**config.mk**
```make
export PLATFORM = sky130hd
export DESIGN_NAME = adder_share_ctrl_flat
export DESIGN_NICKNAME = d
export VERILOG_FILES = /design/src/rtl/adder_share_ctrl_pkg.sv /design/src/rtl/adder_share_ctrl_if.sv /design/src/rtl/adder_share_ctrl_ks_adder.sv /design/src/rtl/adder_share_ctrl_rr_arbiter.sv /design/src/rtl/adder_share_ctrl.sv /design/src/flat_wrapper.sv
export SDC_FILE = /design/constraint.sdc
export NUM_CORES = 1
export LEC_CHECK = 0
export ABC_AREA = 1
export ABC_CLOCK_PERIOD_IN_PS = 3900
export CAP_MARGIN = 40
export CORE_MARGIN = 4
export CORE_UTILIZATION = 40
export CTS_BUF_LIST = sky130_fd_sc_hd__clkbuf_2 sky130_fd_sc_hd__clkbuf_4 sky130_fd_sc_hd__clkbuf_8
export DETAILED_ROUTE_END_ITERATION = 8
export PLACE_DENSITY = 0.69
export REMOVE_ABC_BUFFERS = 1
export SETUP_SLACK_MARGIN = 0.3
export SYNTH_ARGS = -nofsm -noshare
export SYNTH_HDL_FRONTEND = slang
export SYNTH_HIERARCHICAL = 1
export SYNTH_SLANG_ARGS = --single-unit
```
**constraint.sdc**
```tcl
create_clock -name clk -period 3.9 [get_ports clk]
set_clock_uncertainty 0.05 [all_clocks]
set_input_delay 0.78 -clock clk [delete_from_list [all_inputs] [get_ports clk]]
set_output_delay 0.78 -clock clk [all_outputs]
set_load 0.05 [all_outputs]
```
**src/rtl/adder_share_ctrl_pkg.sv**
```systemverilog
// Shared types for the time-shared add/sub unit: request and response records
// plus the native datapath width.
package add_share_pkg;

  localparam int ADD_WIDTH = 32;
  localparam int ADD_ID_W  = 3;

  typedef struct packed {
    logic [ADD_WIDTH-1:0] a;
    logic [ADD_WIDTH-1:0] b;
    logic                 sub;
    logic [ADD_ID_W-1:0]  id;
  } add_req_t;

  typedef struct packed {
    logic [ADD_WIDTH-1:0] sum;
    logic                 carry;
    logic                 ovf;
    logic [ADD_ID_W-1:0]  id;
  } add_rsp_t;

endpackage

```
**src/rtl/adder_share_ctrl_if.sv**
```systemverilog
// Request/response bundle between the requesters (master) and the shared adder
// controller (slave).
interface adder_share_ctrl_if import add_share_pkg::*; #(
  parameter int WIDTH = ADD_WIDTH,
  parameter int N_REQ = 3,
  parameter int ID_W  = $clog2(N_REQ)
);
  logic [N_REQ-1:0]       req_valid;
  logic [N_REQ-1:0]       req_ready;
  logic [N_REQ*WIDTH-1:0] req_a;
  logic [N_REQ*WIDTH-1:0] req_b;
  logic [N_REQ-1:0]       req_sub;
  logic                   rsp_valid;
  logic                   rsp_ready;
  logic [ID_W-1:0]        rsp_id;
  logic [WIDTH-1:0]       rsp_sum;
  logic                   rsp_carry;
  logic                   rsp_overflow;

  modport master (
    output req_valid, req_a, req_b, req_sub, rsp_ready,
    input  req_ready, rsp_valid, rsp_id, rsp_sum, rsp_carry, rsp_overflow
  );

  modport slave (
    input  req_valid, req_a, req_b, req_sub, rsp_ready,
    output req_ready, rsp_valid, rsp_id, rsp_sum, rsp_carry, rsp_overflow
  );
endinterface

```
**src/rtl/adder_share_ctrl_ks_adder.sv**
```systemverilog
// Kogge-Stone prefix adder with built-in subtract (B inversion + carry-in);
// exposes the MSB generate/propagate and carry-in so the caller forms carry-out.
module kogge_stone_adder #(
  parameter int WIDTH = 32
) (
  input  logic [WIDTH-1:0] a,
  input  logic [WIDTH-1:0] b,
  input  logic             sub_en,
  output logic [WIDTH-1:0] sum,
  output logic             gen_msb,
  output logic             prop_msb,
  output logic             carry_msb,
  output logic             ovf
);
  localparam int LEVELS = $clog2(WIDTH);

  logic [WIDTH-1:0] bx, g0, p0, gk, pk, gn, pn, c;
  logic             cout;

  assign bx = b ^ {WIDTH{sub_en}};
  assign g0 = a & bx;
  assign p0 = a ^ bx;

  // gk[i]/pk[i] end up as group generate/propagate over bits [i:0]
  always_comb begin
    gk = g0;
    pk = p0;
    gn = g0;
    pn = p0;
    for (int l = 0; l < LEVELS; l++) begin
      gn = gk;
      pn = pk;
      for (int i = (1 << l); i < WIDTH; i++) begin
        gn[i] = gk[i] | (pk[i] & gk[i - (1 << l)]);
        pn[i] = pk[i] & pk[i - (1 << l)];
      end
      gk = gn;
      pk = pn;
    end
  end

  always_comb begin
    c    = '0;
    c[0] = sub_en;
    for (int i = 1; i < WIDTH; i++) c[i] = gk[i-1] | (pk[i-1] & sub_en);
    cout = gk[WIDTH-1] | (pk[WIDTH-1] & sub_en);
  end

  assign sum       = p0 ^ c;
  assign gen_msb   = g0[WIDTH-1];
  assign prop_msb  = p0[WIDTH-1];
  assign carry_msb = c[WIDTH-1];
  assign ovf       = cout ^ c[WIDTH-1];
endmodule

```
**src/rtl/adder_share_ctrl_rr_arbiter.sv**
```systemverilog
// Round-robin search: first asserted request at or above ptr, wrapping modulo N.
module rr_arbiter #(
  parameter int N  = 3,
  parameter int IW = $clog2(N)
) (
  input  logic [N-1:0]  req,
  input  logic [IW-1:0] ptr,
  output logic [N-1:0]  grant,
  output logic [IW-1:0] grant_idx
);
  logic found;
  int   idx;

  always_comb begin
    grant     = '0;
    grant_idx = '0;
    found     = 1'b0;
    idx       = 0;
    for (int k = 0; k < N; k++) begin
      idx = (int'(ptr) + k) % N;
      if (!found && req[idx]) begin
        found      = 1'b1;
        grant[idx] = 1'b1;
        grant_idx  = IW'(idx);
      end
    end
  end
endmodule

```
**src/rtl/adder_share_ctrl.sv**
```systemverilog
// Round-robin arbiter sharing one prefix adder: operand register (S1), adder,
// result register (S2), with valid/ready on both sides.
module adder_share_ctrl import add_share_pkg::*; #(
  parameter int WIDTH = ADD_WIDTH,
  parameter int N_REQ = 3,
  parameter int ID_W  = $clog2(N_REQ)
) (
  input logic              clk,
  input logic              rst_n,
  adder_share_ctrl_if.slave bus
);
  add_req_t          s1_p1;
  logic              vld_p1;
  add_rsp_t          s2_p2;
  logic              vld_p2;
  add_req_t          req_sel;
  add_rsp_t          rsp_nxt;
  logic [ID_W-1:0]   ptr, grant_idx;
  logic [N_REQ-1:0]  grant;
  logic              s1_load, s2_load, handshake;
  logic [WIDTH-1:0]  add_sum;
  logic              gen_msb, prop_msb, carry_msb, adder_ovf_unused;

  function automatic logic signed_ovf(input logic a_msb, input logic b_msb,
                                      input logic sub, input logic sum_msb);
    logic bx;
    bx = b_msb ^ sub;
    return (a_msb == bx) && (sum_msb != a_msb);
  endfunction

  function automatic logic [ID_W-1:0] next_ptr(input logic [ID_W-1:0] idx);
    if (idx == ID_W'(N_REQ - 1)) return '0;
    return idx + ID_W'(1);
  endfunction

  rr_arbiter #(.N(N_REQ), .IW(ID_W)) u_arb (
    .req       (bus.req_valid),
    .ptr       (ptr),
    .grant     (grant),
    .grant_idx (grant_idx)
  );

  assign s2_load       = vld_p1 && (!vld_p2 || bus.rsp_ready);
  assign s1_load       = !vld_p1 || s2_load;
  assign bus.req_ready = grant & {N_REQ{s1_load && rst_n}};
  assign handshake     = |(bus.req_valid & bus.req_ready);

  always_comb begin
    req_sel     = '0;
    req_sel.a   = bus.req_a[grant_idx*WIDTH +: WIDTH];
    req_sel.b   = bus.req_b[grant_idx*WIDTH +: WIDTH];
    req_sel.sub = bus.req_sub[grant_idx];
    req_sel.id  = ADD_ID_W'(grant_idx);
  end

  // ---- S1 -> adder -> S2 ----
  kogge_stone_adder #(.WIDTH(WIDTH)) u_adder (
    .a         (s1_p1.a),
    .b         (s1_p1.b),
    .sub_en    (s1_p1.sub),
    .sum       (add_sum),
    .gen_msb   (gen_msb),
    .prop_msb  (prop_msb),
    .carry_msb (carry_msb),
    .ovf       (adder_ovf_unused)
  );

  always_comb begin
    rsp_nxt       = '0;
    rsp_nxt.sum   = add_sum;
    rsp_nxt.carry = gen_msb | (prop_msb & carry_msb);
    rsp_nxt.ovf   = signed_ovf(s1_p1.a[WIDTH-1], s1_p1.b[WIDTH-1], s1_p1.sub,
                               add_sum[WIDTH-1]);
    rsp_nxt.id    = s1_p1.id;
  end

  always_ff @(posedge clk) begin
    if (!rst_n) begin
      vld_p1 <= 1'b0;
      vld_p2 <= 1'b0;
      ptr    <= '0;
      s2_p2  <= '0;
    end else begin
      if (s1_load) vld_p1 <= handshake;
      if (handshake) ptr <= next_ptr(grant_idx);
      if (s2_load) begin
        vld_p2 <= 1'b1;
        s2_p2  <= rsp_nxt;
      end else if (bus.rsp_ready) begin
        vld_p2 <= 1'b0;
      end
    end
  end

  // Operand register carries no reset: vld_p1 alone qualifies it
  always_ff @(posedge clk) begin
    if (handshake) s1_p1 <= req_sel;
  end

  // ---- S2 outputs ----
  assign bus.rsp_valid    = vld_p2;
  assign bus.rsp_id       = ID_W'(s2_p2.id);
  assign bus.rsp_sum      = s2_p2.sum;
  assign bus.rsp_carry    = s2_p2.carry;
  assign bus.rsp_overflow = s2_p2.ovf;
endmodule

```
**src/flat_wrapper.sv**
```systemverilog
// flat-port wrapper written by rule: the top's interface ports become plain ports
module adder_share_ctrl_flat import add_share_pkg::*;
#(
  parameter int WIDTH = ADD_WIDTH,
  parameter int N_REQ = 3,
  parameter int ID_W  = $clog2(N_REQ)
)
  (clk, rst_n, bus_req_valid, bus_req_a, bus_req_b, bus_req_sub, bus_rsp_ready, bus_req_ready, bus_rsp_valid, bus_rsp_id, bus_rsp_sum, bus_rsp_carry, bus_rsp_overflow);
  adder_share_ctrl_if #(.WIDTH(WIDTH), .N_REQ(N_REQ), .ID_W(ID_W)) bus_i ();
  input logic clk;
  input logic rst_n;
  input wire logic [$bits(bus_i.req_valid)-1:0] bus_req_valid;
  input wire logic [$bits(bus_i.req_a)-1:0] bus_req_a;
  input wire logic [$bits(bus_i.req_b)-1:0] bus_req_b;
  input wire logic [$bits(bus_i.req_sub)-1:0] bus_req_sub;
  input wire logic [$bits(bus_i.rsp_ready)-1:0] bus_rsp_ready;
  output wire logic [$bits(bus_i.req_ready)-1:0] bus_req_ready;
  output wire logic [$bits(bus_i.rsp_valid)-1:0] bus_rsp_valid;
  output wire logic [$bits(bus_i.rsp_id)-1:0] bus_rsp_id;
  output wire logic [$bits(bus_i.rsp_sum)-1:0] bus_rsp_sum;
  output wire logic [$bits(bus_i.rsp_carry)-1:0] bus_rsp_carry;
  output wire logic [$bits(bus_i.rsp_overflow)-1:0] bus_rsp_overflow;
  assign bus_i.req_valid = bus_req_valid;
  assign bus_i.req_a = bus_req_a;
  assign bus_i.req_b = bus_req_b;
  assign bus_i.req_sub = bus_req_sub;
  assign bus_i.rsp_ready = bus_rsp_ready;
  assign bus_req_ready = bus_i.req_ready;
  assign bus_rsp_valid = bus_i.rsp_valid;
  assign bus_rsp_id = bus_i.rsp_id;
  assign bus_rsp_sum = bus_i.rsp_sum;
  assign bus_rsp_carry = bus_i.rsp_carry;
  assign bus_rsp_overflow = bus_i.rsp_overflow;
  adder_share_ctrl #(.WIDTH(WIDTH), .N_REQ(N_REQ), .ID_W(ID_W)) u_core (.clk(clk), .rst_n(rst_n), .bus(bus_i));
endmodule
```
==> impl_results.md <==
- Final-report max-slew violation count: 0
- IR Drop Worst-Case VDD: 0.000358 V
- Mapped cell area: 0.00819 mm²
- Part of the power in registers: between 20% and 30%
- Number of antenna violations at the first check in global routing: 0
- Global router's overall resource usage: 20.0%
- Vias after detailed routing: 8022
- Post-Place Setup Slack: 0.630 ns
- Number of standard cells in the final layout excluding fillers: 1636
- Post-CTS Setup Repair Bufs: 0
- Portion of total power attributed to the clock network: 6.6%
- Clock Sinks: 107
- Worst Hold Class: flip-flop to flip-flop
- Outcome: finished, final reports clean
- Buffer type at the clock tree root: clkbuf_8
- Category of the worst setup path launch point: flip-flop
- Required time at the endpoint of the critical path: 3.07 ns
- Total of buffers placed on input and output ports: 240
- Most frequent cell on the critical path: nand2_1
- Antenna diodes: 0
- Hold_buf cts: 0
- TritonCTS clock tree: built
- Design internal power: ~0.0048 W
- Final wirelength: roughly 23000 µm
- Worst skew pair latency: 0.39 ns
- Slowest cell on the critical path: ha_1
- Crit path from: u_core/ptr[0]$_SDFFE_PN0P_
- Post-route DRC: 0
- Die Span X: 151 µm
- Number of warnings issued by yosys: 6
- Switching share of power: 53.3%
- Via density per instance: 4.90
- Power density over the cells: a little over 900 mW/mm²
- Gp weighted congestion: 0.910
- Routed Antenna Nets: 0
- Reg-to-reg setup timing slack: 0.92 ns
- H-Tree Depth: 3
- Post-CTS clock slew at the launch and capture registers of the worst setup and hold paths: 0.10 ns
- DRT iter0 DRCs: 409
- Cells after Synth: ~1.1k
- Post-cts gate resize count: 0
- Placed Instance Area: 0.0109 mm²
- Placed instance count: approximately 1.6k
- Slew at the pin closest to its max-slew limit: 0.717 ns
- Num ports: 241
- Die Span Y: 151 µm
- Count of max-cap constraint violations: 0
- Core area: 0.0202 mm²
- Via count of the first global-routing pass: 7745
- HPWL after DPL: 18200 µm
- Achievable frequency: 311 MHz
- Final core utilization: 54.9%
- Depth of the worst register-to-register path: 18
- Floorplan die area: 0.0228 mm²
- Endpoint of the most critical register-to-register path: u_core/bus.rsp_overflow$_SDFFE_PN0P_
- Hold Violations, Final: 0
- Arrival time of the worst setup path: 2.39 ns
- Worst max-slew margin expressed relative to the limit: a little over half
- Largest net degree at the start of global routing: 66
- Critical Path, Cell by Cell: inv_1 > ha_1 > inv_2 > nand2_1 > nand3_1 > nand2_1 > nand4_1 > nand2_1 > inv_1 > nor2_1 > buf_12
- R2r startpoint: u_core/s1_p1[3]$_DFFE_PP_
- TritonCTS buffer count: 9
- Post-Route Hold Slack: ~0.44 ns
- Peak per-stage delay on the critical path: 0.47 ns
- CP endpoint: bus_req_ready[2]
- Core Rows: between 50 and 60
- TritonRoute pass-1 iters: 5
- Total global routing overflow: 0
- Avg Synthesized Cell Area: 7.18 µm²
- Leakage power: 5.00 nW
- Crit path time final: 3.22 ns
- Fin worst setup slack: 0.683 ns
- Fin crit share: 82.5%
- Clock buffer depth: 2
- Net switching power of the design: 0.00552 W
- Post-detailed-route wirelength per cell: ~14 µm
- Nets@finish: about 1.6k
- Global-route wire length before repair: 36500 µm
- Worst setup path category: flip-flop to primary output
- Design area: between 0.01 and 0.015 mm²
- Peak fanout along the critical path: 9
- RSZ-0062 raised after global routing: false
- Share of power burned in combinational logic: 73.4%
- Effective utilization at floorplan: approximately two fifths
- Final setup violation count: 0
- Post-synthesis to final-layout area growth: 35.2%
- Kind of capture point of the worst setup path: primary output
- Fraction of layout cells with a size suffix above 1: 7.61%
-- cell usage in the layout, fill, tap and decap left out, drive strengths merged, types with 6 or more instances in the layout --
master / n
ha: 36
nand2: 297
edfxtp: 67
nand4: 14
xor2: 49
a21oi: 35
inv: 181
clkbuf: 9
nor2: 135
buf: 17
dfxtp: 40
clkdlybuf4s50: 237
o21ai: 51
clkinv: 6
nand3: 108
o211ai: 65
-- per-layer routing --
metal	vias to the layer above	track usage, %	part of all wire (%)
met4	0	5.76	1.7
met2	256	33.6	48
met3	26	3.56	6.4
met1	3608	26.3	44
li1	4132	-	-
met5	-	0	0
-- worst min path at each step --
stage,start,end,cells after the start
2_1_floorplan,u_core/rsp_nxt[0]$_DFFE_PP_,u_core/bus.rsp_id[0]$_SDFFE_PN0P_,2
3_3_place_gp,u_core/bus.rsp_sum[13]$_SDFFE_PN0P_,u_core/bus.rsp_sum[13]$_SDFFE_PN0P_,2
3_5_place_dp,u_core/bus.rsp_sum[1]$_SDFFE_PN0P_,u_core/bus.rsp_sum[1]$_SDFFE_PN0P_,2
4_1_cts,u_core/bus.rsp_sum[19]$_SDFFE_PN0P_,u_core/bus.rsp_sum[19]$_SDFFE_PN0P_,2
5_1_grt,u_core/bus.rsp_sum[6]$_SDFFE_PN0P_,u_core/bus.rsp_sum[6]$_SDFFE_PN0P_,2
6_report,u_core/bus.rsp_sum[1]$_SDFFE_PN0P_,u_core/bus.rsp_sum[1]$_SDFFE_PN0P_,2
-- worst max-delay path: cells and delay by family, from the launching register on --
family,cells,cell delay (ns)
and+or+nand+nor,6,0.75
adders and majority gates,1,0.47
DFF,1,0.39
buffers and inverters,4,0.38
-- power groups by stage --
stage	logic, W	registers [W]	clock network, W
after global placement	0.00747	0.00211	0
final	0.00759	0.00207	0.000683
after detailed placement	0.00757	0.00211	0
after floorplan	0.00488	0.00260	0
after global routing	0.00846	0.00212	0.000756
after CTS	0.00759	0.00208	0.000711
-- state kept, by name (all words and copies together) (netlist names) --
register,count
u_core/s1_p1,65
u_core/bus.rsp_sum,32
u_core/bus.rsp_id,2
u_core/ptr,2
u_core/rsp_nxt,2
u_core/bus.rsp_carry,1
u_core/bus.rsp_overflow,1
u_core/bus.rsp_valid,1
u_core/vld_p1,1
-- area by class of cell --
class,count,area [µm²]
fillers,2000,9100
multi-input cells,808,4470
flip-flops and latches,107,2810
repair buffers,254,2570
inverters,181,679
well taps,270,338
clock buffers,9,124
clock inverters,7,67.6
-- through the flow --
step | total power [W] | TNS (ns)
6_report | 0.0103 | 0
5_1_grt | 0.0113 | 0
4_1_cts | 0.0104 | 0
3_5_place_dp | 0.00968 | 0
3_3_place_gp | 0.00957 | 0
2_1_floorplan | 0.00748 | -67.68
Note: power is estimated with default switching activity, not from simulation.
